`src/rtl/pedestrian_unit_if.sv`:
```
// Pedestrian terminal bus: raw button and returned lamp pair in, request/lamps/status out.
// The unit side uses the slave modport; the intersection/harness side uses master.
interface pedestrian_unit_if #(
    parameter int WAIT_W = 16
);
    logic              button;
    logic              light_green;
    logic              light_red;
    logic              request;
    logic              wait_lamp;
    logic              walk_lamp;
    logic              dont_walk_lamp;
    logic              starved;
    logic              fault;
    logic [WAIT_W-1:0] last_wait;

    modport master (
        output button, light_green, light_red,
        input  request, wait_lamp, walk_lamp, dont_walk_lamp, starved, fault, last_wait
    );

    modport slave (
        input  button, light_green, light_red,
        output request, wait_lamp, walk_lamp, dont_walk_lamp, starved, fault, last_wait
    );
endinterface

```
`src/rtl/pedestrian_unit.sv`:
```
// Pedestrian terminal: debounced button latched into a held request, lamp drive and fault/starve flags.
// Define PEDESTRIAN_UNIT_STATS_EN to keep the last_wait capture register; otherwise last_wait reads 0.
//
// state   | meaning
// IDLE    | no request pending, waiting for a press while green is off
// REQUEST | request held toward the intersection, wait counter running
// CROSS   | green granted, request dropped, waiting for green to end
// HOLD    | holdoff after green; presses ignored until the counter expires
module pedestrian_unit #(
    parameter int DEBOUNCE = 4,
    parameter int HOLDOFF  = 4,
    parameter int TIMEOUT  = 1000,
    parameter int WAIT_W   = 16
) (
    input  logic             clock,
    input  logic             reset,
    pedestrian_unit_if.slave bus
);
    localparam int DB_W = $clog2(DEBOUNCE + 1);
    localparam int HO_W = $clog2(HOLDOFF + 1);

    typedef enum logic [1:0] {IDLE, REQUEST, CROSS, HOLD} state_t;

    state_t            state, state_next;
    logic              sync_1, btn_s;
    logic              deb, deb_q;
    logic [DB_W-1:0]   cnt;
    logic              press;
    logic [WAIT_W-1:0] wait_cnt, wait_next;
    logic [HO_W-1:0]   hold_cnt, hold_next;
    logic              request_q;
    logic              walk_q, walk_next;
    logic              fault_q, fault_next;

    always_ff @(posedge clock or posedge reset) begin
        if (reset) begin
            sync_1 <= 1'b0;
            btn_s  <= 1'b0;
        end else begin
            sync_1 <= bus.button;
            btn_s  <= sync_1;
        end
    end

    // A new level must persist DEBOUNCE synchronized cycles before deb follows it.
    always_ff @(posedge clock or posedge reset) begin
        if (reset) begin
            deb   <= 1'b0;
            deb_q <= 1'b0;
            cnt   <= '0;
        end else begin
            deb_q <= deb;
            if (btn_s == deb) begin
                cnt <= '0;
            end else if (cnt == DB_W'(DEBOUNCE - 1)) begin
                deb <= btn_s;
                cnt <= '0;
            end else begin
                cnt <= cnt + DB_W'(1);
            end
        end
    end

    assign press = deb && !deb_q;

    always_ff @(posedge clock or posedge reset) begin
        if (reset) begin
            state     <= IDLE;
            wait_cnt  <= '0;
            hold_cnt  <= '0;
            request_q <= 1'b0;
            walk_q    <= 1'b0;
            fault_q   <= 1'b0;
        end else begin
            state     <= state_next;
            wait_cnt  <= wait_next;
            hold_cnt  <= hold_next;
            request_q <= (state_next == REQUEST);
            walk_q    <= walk_next;
            fault_q   <= fault_next;
        end
    end

    always_comb begin
        state_next = state;
        wait_next  = wait_cnt;
        hold_next  = hold_cnt;
        case (state)
            IDLE: begin
                if (press && !bus.light_green) begin
                    state_next = REQUEST;
                    wait_next  = '0;
                end
            end
            REQUEST: begin
                if (wait_cnt != '1) wait_next = wait_cnt + WAIT_W'(1);
                if (bus.light_green) state_next = CROSS;
            end
            CROSS: begin
                if (!bus.light_green) begin
                    state_next = HOLD;
                    hold_next  = HO_W'(HOLDOFF - 1);
                end
            end
            HOLD: begin
                if (hold_cnt == '0) state_next = IDLE;
                else                hold_next  = hold_cnt - HO_W'(1);
            end
        endcase

        // A lamp pair showing both or neither is inconsistent; the fault blanks WALK the same cycle.
        fault_next = fault_q || (bus.light_green == bus.light_red);
        walk_next  = bus.light_green && !bus.light_red && !fault_next;
    end

`ifdef PEDESTRIAN_UNIT_STATS_EN
    logic              capture;
    logic [WAIT_W-1:0] last_wait_q;

    assign capture = (state == REQUEST) && bus.light_green;

    always_ff @(posedge clock or posedge reset) begin
        if (reset)        last_wait_q <= '0;
        else if (capture) last_wait_q <= wait_cnt;
    end

    assign bus.last_wait = last_wait_q;
`else
    assign bus.last_wait = '0;
`endif

    assign bus.request        = request_q;
    assign bus.wait_lamp      = request_q;
    assign bus.walk_lamp      = walk_q;
    assign bus.dont_walk_lamp = !walk_q;
    assign bus.fault          = fault_q;
    assign bus.starved        = (state == REQUEST) && (wait_cnt >= WAIT_W'(TIMEOUT));
endmodule

```
`src/flat_wrapper.sv`:
```
// flat-port wrapper written by rule: the top's interface ports become plain ports
module pedestrian_unit_flat 
#(
    parameter int DEBOUNCE = 4,
    parameter int HOLDOFF  = 4,
    parameter int TIMEOUT  = 1000,
    parameter int WAIT_W   = 16
)
  (clock, reset, bus_button, bus_light_green, bus_light_red, bus_request, bus_wait_lamp, bus_walk_lamp, bus_dont_walk_lamp, bus_starved, bus_fault, bus_last_wait);
  pedestrian_unit_if #(.WAIT_W(WAIT_W)) bus_i ();
  input  logic clock;
  input  logic reset;
  input wire logic [$bits(bus_i.button)-1:0] bus_button;
  input wire logic [$bits(bus_i.light_green)-1:0] bus_light_green;
  input wire logic [$bits(bus_i.light_red)-1:0] bus_light_red;
  output wire logic [$bits(bus_i.request)-1:0] bus_request;
  output wire logic [$bits(bus_i.wait_lamp)-1:0] bus_wait_lamp;
  output wire logic [$bits(bus_i.walk_lamp)-1:0] bus_walk_lamp;
  output wire logic [$bits(bus_i.dont_walk_lamp)-1:0] bus_dont_walk_lamp;
  output wire logic [$bits(bus_i.starved)-1:0] bus_starved;
  output wire logic [$bits(bus_i.fault)-1:0] bus_fault;
  output wire logic [$bits(bus_i.last_wait)-1:0] bus_last_wait;
  assign bus_i.button = bus_button;
  assign bus_i.light_green = bus_light_green;
  assign bus_i.light_red = bus_light_red;
  assign bus_request = bus_i.request;
  assign bus_wait_lamp = bus_i.wait_lamp;
  assign bus_walk_lamp = bus_i.walk_lamp;
  assign bus_dont_walk_lamp = bus_i.dont_walk_lamp;
  assign bus_starved = bus_i.starved;
  assign bus_fault = bus_i.fault;
  assign bus_last_wait = bus_i.last_wait;
  pedestrian_unit #(.DEBOUNCE(DEBOUNCE), .HOLDOFF(HOLDOFF), .TIMEOUT(TIMEOUT), .WAIT_W(WAIT_W)) u_core (.clock(clock), .reset(reset), .bus(bus_i));
endmodule
```
`config.mk`:
```
export PLATFORM = sky130hd
export DESIGN_NAME = pedestrian_unit_flat
export DESIGN_NICKNAME = d
export VERILOG_FILES = /design/src/rtl/pedestrian_unit_if.sv /design/src/rtl/pedestrian_unit.sv /design/src/flat_wrapper.sv
export SDC_FILE = /design/constraint.sdc
export NUM_CORES = 1
export LEC_CHECK = 0
export ABC_AREA = 1
export CAP_MARGIN = 30
export CORE_MARGIN = 4
export CORE_UTILIZATION = 55
export CTS_CLUSTER_DIAMETER = 100
export DETAILED_ROUTE_END_ITERATION = 6
export PLACE_DENSITY = 0.81
export SYNTH_ARGS = -nofsm -noshare
export SYNTH_HDL_FRONTEND = slang
export SYNTH_SLANG_ARGS = --single-unit
```
`constraint.sdc`:
```
create_clock -name clock -period 3.28 [get_ports clock]
set_clock_uncertainty 0.15 [all_clocks]
set_input_delay 0.656 -clock clock [delete_from_list [all_inputs] [get_ports clock]]
set_output_delay 0.656 -clock clock [all_outputs]
set_load 0.01 [all_outputs]
```
# After elaboration in Yosys (flattened, before gate mapping)
# Cells that the tools add are included.
dict set report totals {
  regBits 31
  out_inout_bits 22
}
dict set report op_classes {
  add_sub_neg 3
  magnitude_cmp 1
  eq_ne 12
  mux 13
  bitwise_logic 1
  n_reduce_logical 18
}
# cell n
set op_table {}
lappend op_table {{$mux W16} 2}
lappend op_table {{$pmux W16 S2} 1}
lappend op_table {{$add A16 B1 Y16 const B} 1}
lappend op_table {{$ge A16 B10 Y1 const B} 1}
lappend op_table {{$ne A16 B16 Y1 const B} 1}
lappend op_table {{$mux W3} 4}
lappend op_table {{$mux W2} 4}
lappend op_table {{$pmux W2 S4} 1}
lappend op_table {{$pmux W3 S2} 1}
lappend op_table {{$reduce_and A3 Y1} 2}
lappend op_table {{$logic_and A1 B1 Y1} 5}
lappend op_table {{$logic_not A1 Y1} 5}
lappend op_table {{$eq A2 B1 Y1 const B} 2}
lappend op_table {{$eq A2 B2 Y1 const B} 2}
lappend op_table {{$ne A2 B1 Y1 const B} 2}
lappend op_table {{$ne A2 B2 Y1 const B} 2}
lappend op_table {{$reduce_bool A2 Y1} 2}
lappend op_table {{$add A3 B1 Y3 const B} 1}
lappend op_table {{$eq A3 B2 Y1 const B} 1}
lappend op_table {{$logic_not A3 Y1} 1}
lappend op_table {{$sub A3 B1 Y3 const B} 1}
lappend op_table {{$eq A1 B1 Y1} 2}
lappend op_table {{$logic_not A2 Y1} 1}
lappend op_table {{$reduce_and A2 Y1} 1}
lappend op_table {{other kinds (2)} 2}

# Longest topological paths before layout
dict set report logic_depth {
  depth_word 6
  depth_mapped 10
  depth_no_buf 10
}

# Worst setup path before layout
# OpenSTA, ideal clock, no wires.
dict set report synth_path {
  path_kind {reg2out}
  start {reg u_core.wait_cnt[9]}
  end {out bus_starved}
  arrival_ns 0.932
  slack_ns 1.542
  stages_incl_launch_ff 5
  path_buffers 0
  path_cell_list {dfrtp_1 nand2_1 nor2_1 o211ai_1 a21oi_1}
}
dict set report synth_via {
  elab_chain_cells 2
}
# element line_no
set synth_lines {}
lappend synth_lines {{start, declared} pedestrian_unit.sv:29} ;# logic [WAIT_W-1:0] wait_cnt, wait_next;
lappend synth_lines {{start signal, assigned} pedestrian_unit.sv:76} ;# wait_cnt <= wait_next;
lappend synth_lines {{$ge A16 B10 Y1} pedestrian_unit.sv:137} ;# assign bus.starved = (state == REQUEST) && (wait_cnt >= WAIT_W'(TIMEOUT));
lappend synth_lines {{$logic_and A1 B1 Y1} pedestrian_unit.sv:137}
lappend synth_lines {{end, declared} flat_wrapper.sv:20} ;# output wire logic [$bits(bus_i.starved)-1:0] bus_starved;
# No other way between the ends.

# Final worst setup path
dict set report layout_path {
  start {reg u_core.wait_cnt[8]}
  end {out bus_starved}
}
# Same word-level chain as after synthesis.

==> flow_summary_export.csv <==
group,metric,value,unit
status,status,"finished clean",
cts,cts.repair.resized,0,
synthesis,synth_area,1820,µm²
timing,rsz0062_at_grt,"false",
place,gp_congestion,0.873,
die,start_util,58.8,%
final_layout,regArea,776,µm²
synthesis,synth-async-reset-ratio,100,%
place,dp_hpwl,2430,µm
place,dp_slack,1020,ps
synthesis,synth_area_leaders,"dfrtp_1 (43%), nand2_1 (12%), buf_4 (7.4%)",
synthesis,syn_avg_cell_area,7.86,µm²
global_routing,use_met3,5.81,%
routing,viasPerCell,5.09,
die,die_w,65.6,µm
timing,drv_slew,0,
power_and_ir_drop,comb_power_share,34.3,%
cts,cts_tree,"yes",
routing,wl,3380,µm
power_and_ir_drop,p_per_area,613,nW/µm²
worst_setup_path,cpMaxStageDelayCell,"clkdlybuf4s50_1",
cts,worstSkewPairLatency,340,ps
synthesis,synth_mux_area_share,0.617,%
worst_setup_path,endpoint_kind,"primary output",
die,coreArea,3100,µm²
final_layout,multi_input_area,831,µm²
final_layout,syn_to_final_growth,7.13,%
synthesis,ys_seq_area_share,42.5,%
timing,fin_tns_setup,0,ps
die,io_pins,27,
global_routing,antenna_found_initial,0,
power_and_ir_drop,intPower,706,µW
final_layout,diodes,0,
global_routing,grt_busiest_layer,"met2",
synthesis,synth_compound_area_share,7.96,%
synthesis,synth_top_family_by_area,"simple AND/OR/NAND/NOR gates",
power_and_ir_drop,pwr-share-seq,46.8,%
worst_hold_path,min_path_type,"reg2reg",
power_and_ir_drop,irDropWorstVdd,0.394,mV
worst_setup_path,crit_fanout,5,
global_routing,grt_use_total,18.2,%
synthesis,synth-seq-cells,31,
synthesis,syn_inst,232,
global_routing,grt_pass1_wl,6000,µm
worst_setup_path,critPathBufInv,1,
final_layout,nFillCells,272,
global_routing,grt_pass1_vias,1398,
power_and_ir_drop,netSwitchingPower,492,µW
cts,clock-sinks,31,
place,numPortBuffers,10,
routing,first_pass_iters,5,
worst_setup_path,critPathArrivalTime,1880,ps
synthesis,synth_ff_type,"dfrtp_1",
power_and_ir_drop,leakagePower,0.940,nW
final_layout,finalNonFillerCells,291,
cts,htree_num_levels,2,
die,die_h,65.6,µm
worst_setup_path,path_class,"reg2out",
cts,cts.reportedPaths.clkPinSlew,110,ps
routing,drtAntennaViolNets,0,
die,dieArea,4300,µm²
routing,drc_errors,0,
worst_setup_path,cp_top_family,"buffers and inverters",
routing,drt-initial-drc-count,80,
die,rows,20,
job,cap_violations,0,
global_routing,grt.met1_usage,22.9,%
synthesis,synthAdderAreaFrac,4.12,%
place,post-place-cells,283,
worst_setup_path,cp.required,2470,ps
worst_setup_path,crit_path_start_kind,"register",
worst_setup_path,critPathMaxStageDelay,550,ps
power_and_ir_drop,power,1.20,mW
final_layout,fin_area,1950,µm²
power_and_ir_drop,switching_share,41.1,%
timing,timing.hold.ws,221,ps
timing,fin_ws,592,ps
synthesis,synth-xor-area-share,1.44,%
routing,drt-wirelength-per-cell,11.6,µm
timing,hold_viol_final,0,
cts,post_cts_buffers,0,
synthesis,yosysWarnings,0,
place,dpl_cell_area,1900,µm²
timing,min_period,2690,ps
power_and_ir_drop,p_clk_share,18.9,%
synthesis,synth_top_area_share,42.5,%
cts,cts.hold.buffers_added,0,
timing,fmax,372,MHz
final_layout,drive_gt1_share,12.6,%
timing,timing.final.crit_share,81.9,%
synthesis,synthSimpleGateAreaFrac,28.1,%
timing,setup_viol,0,
cts,numCtsBuffers,5,
routing,vias,1482,
global_routing,grt_max_degree,32,
global_routing,met2_usage,28.6,%
cts,cts_max_path_buffers,2,
cts,clockRootBuffer,"clkbuf_4",
synthesis,synth.distinct_cells,31,
synthesis,synth.largest_area_cell,"dfrtp_1",
final_layout,nets,257,
global_routing,grt-ovfl-total,0,
synthesis,synth_edf_count,0,
worst_setup_path,crit_chain,"nand2_1, nor2_1, o211ai_1, a21oi_1, clkdlybuf4s50_1",
final_layout,utilization,63.0,%
power by group through the flow:
stage          clock (mW)  sequential, mW  combinational [mW]
6_report            0.226           0.561               0.411
5_1_grt             0.246           0.574               0.476
4_1_cts             0.229           0.558               0.413
3_5_place_dp            0           0.566               0.407
3_3_place_gp            0           0.561               0.396
2_1_floorplan           0           0.547               0.343
layout by cell type (no fill, tap or decap), types with 3 or more instances in the layout:
cell             netlist  layout
nand2_1               59      59
inv_1                 31      31
dfrtp_1               31      31
conb_1                 1      16
nor2_1                15      15
nand3_1               14      14
clkdlybuf4s50_1        0      10
o21ai_1                7       7
nand2_2                6       6
o21ai_0                6       6
ha_1                   6       6
a21oi_1                5       5
clkbuf_4               0       5
or2_2                  4       4
inv_2                  3       3
nor2_2                 3       3
nand4_1                3       3
nor3_1                 3       3
Yosys cell counts, types with 2 or more instances:
library cell	count
nand2_1	59
dfrtp_1	31
inv_1	31
buf_4	18
nor2_1	15
nand3_1	14
o21ai_1	7
ha_1	6
nand2_2	6
o21ai_0	6
a21oi_1	5
or2_2	4
inv_2	3
nand4_1	3
nor2_2	3
nor3_1	3
nor2_4	2
nor3_2	2
xor2_1	2
worst paths after layout:
kind | end | cells past startpoint | startpoint | slack (ps)
worst max-delay path | bus_starved | 5 | u_core.wait_cnt[8]$_DFFE_PP0P_ | 590
worst min-delay path | u_core.btn_s$_DFF_PP0_ | 0 | u_core.sync_1$_DFF_PP0_ | 220
worst max register to register | u_core.wait_cnt[6]$_DFFE_PP0P_ | 9 | u_core.wait_cnt[0]$_DFFE_PP0P_ | 1490
worst min register to register | u_core.btn_s$_DFF_PP0_ | 0 | u_core.sync_1$_DFF_PP0_ | 220
max in group asynchronous | u_core.wait_cnt[8]$_DFFE_PP0P_ | 3 | reset | 2170
min in group asynchronous | u_core.btn_s$_DFF_PP0_ | 3 | reset | 520
kinds of logic after synthesis:
group           count (synthesis)
simple gates                  112
mux                             1
xor+xnor                        3
flops                          31
buf+inv                        53
fa+ha+maj                       6
compound gates                 25
other cells                     1
layout make-up:
| class | instances | area share, % |
|---|---|---|
| Tap cell | 44 | 2.82 |
| Clock buffer | 5 | 1.92 |
| Clock inverter | 3 | 1.02 |
| Sequential cell | 31 | 39.7 |
| Timing Repair Buffer | 11 | 5.51 |
| Multi-Input combinational cell | 163 | 42.5 |
| Inverter | 34 | 6.53 |
registers in the layout, indices dropped and copies added (netlist names):
name and cells:
u_core.state 2, u_core.bus.walk_lamp 1, u_core.hold_cnt 3, u_core.cnt 3
u_core.wait_cnt 16, u_core.deb_q 1, u_core.bus.request 1, u_core.bus.fault 1
u_core.sync_1 1, u_core.deb 1, u_core.btn_s 1
layer usage:
metal | vias to the layer above | routed length [µm] | part of all wire [%]
li1 | 730 | - | -
met1 | 693 | 1540 | 46
met2 | 49 | 1560 | 46
met3 | 10 | 229 | 6.8
met4 | 0 | 49 | 1.4
met5 | - | 0 | 0
Note: power is estimated with default switching activity, not from simulation.
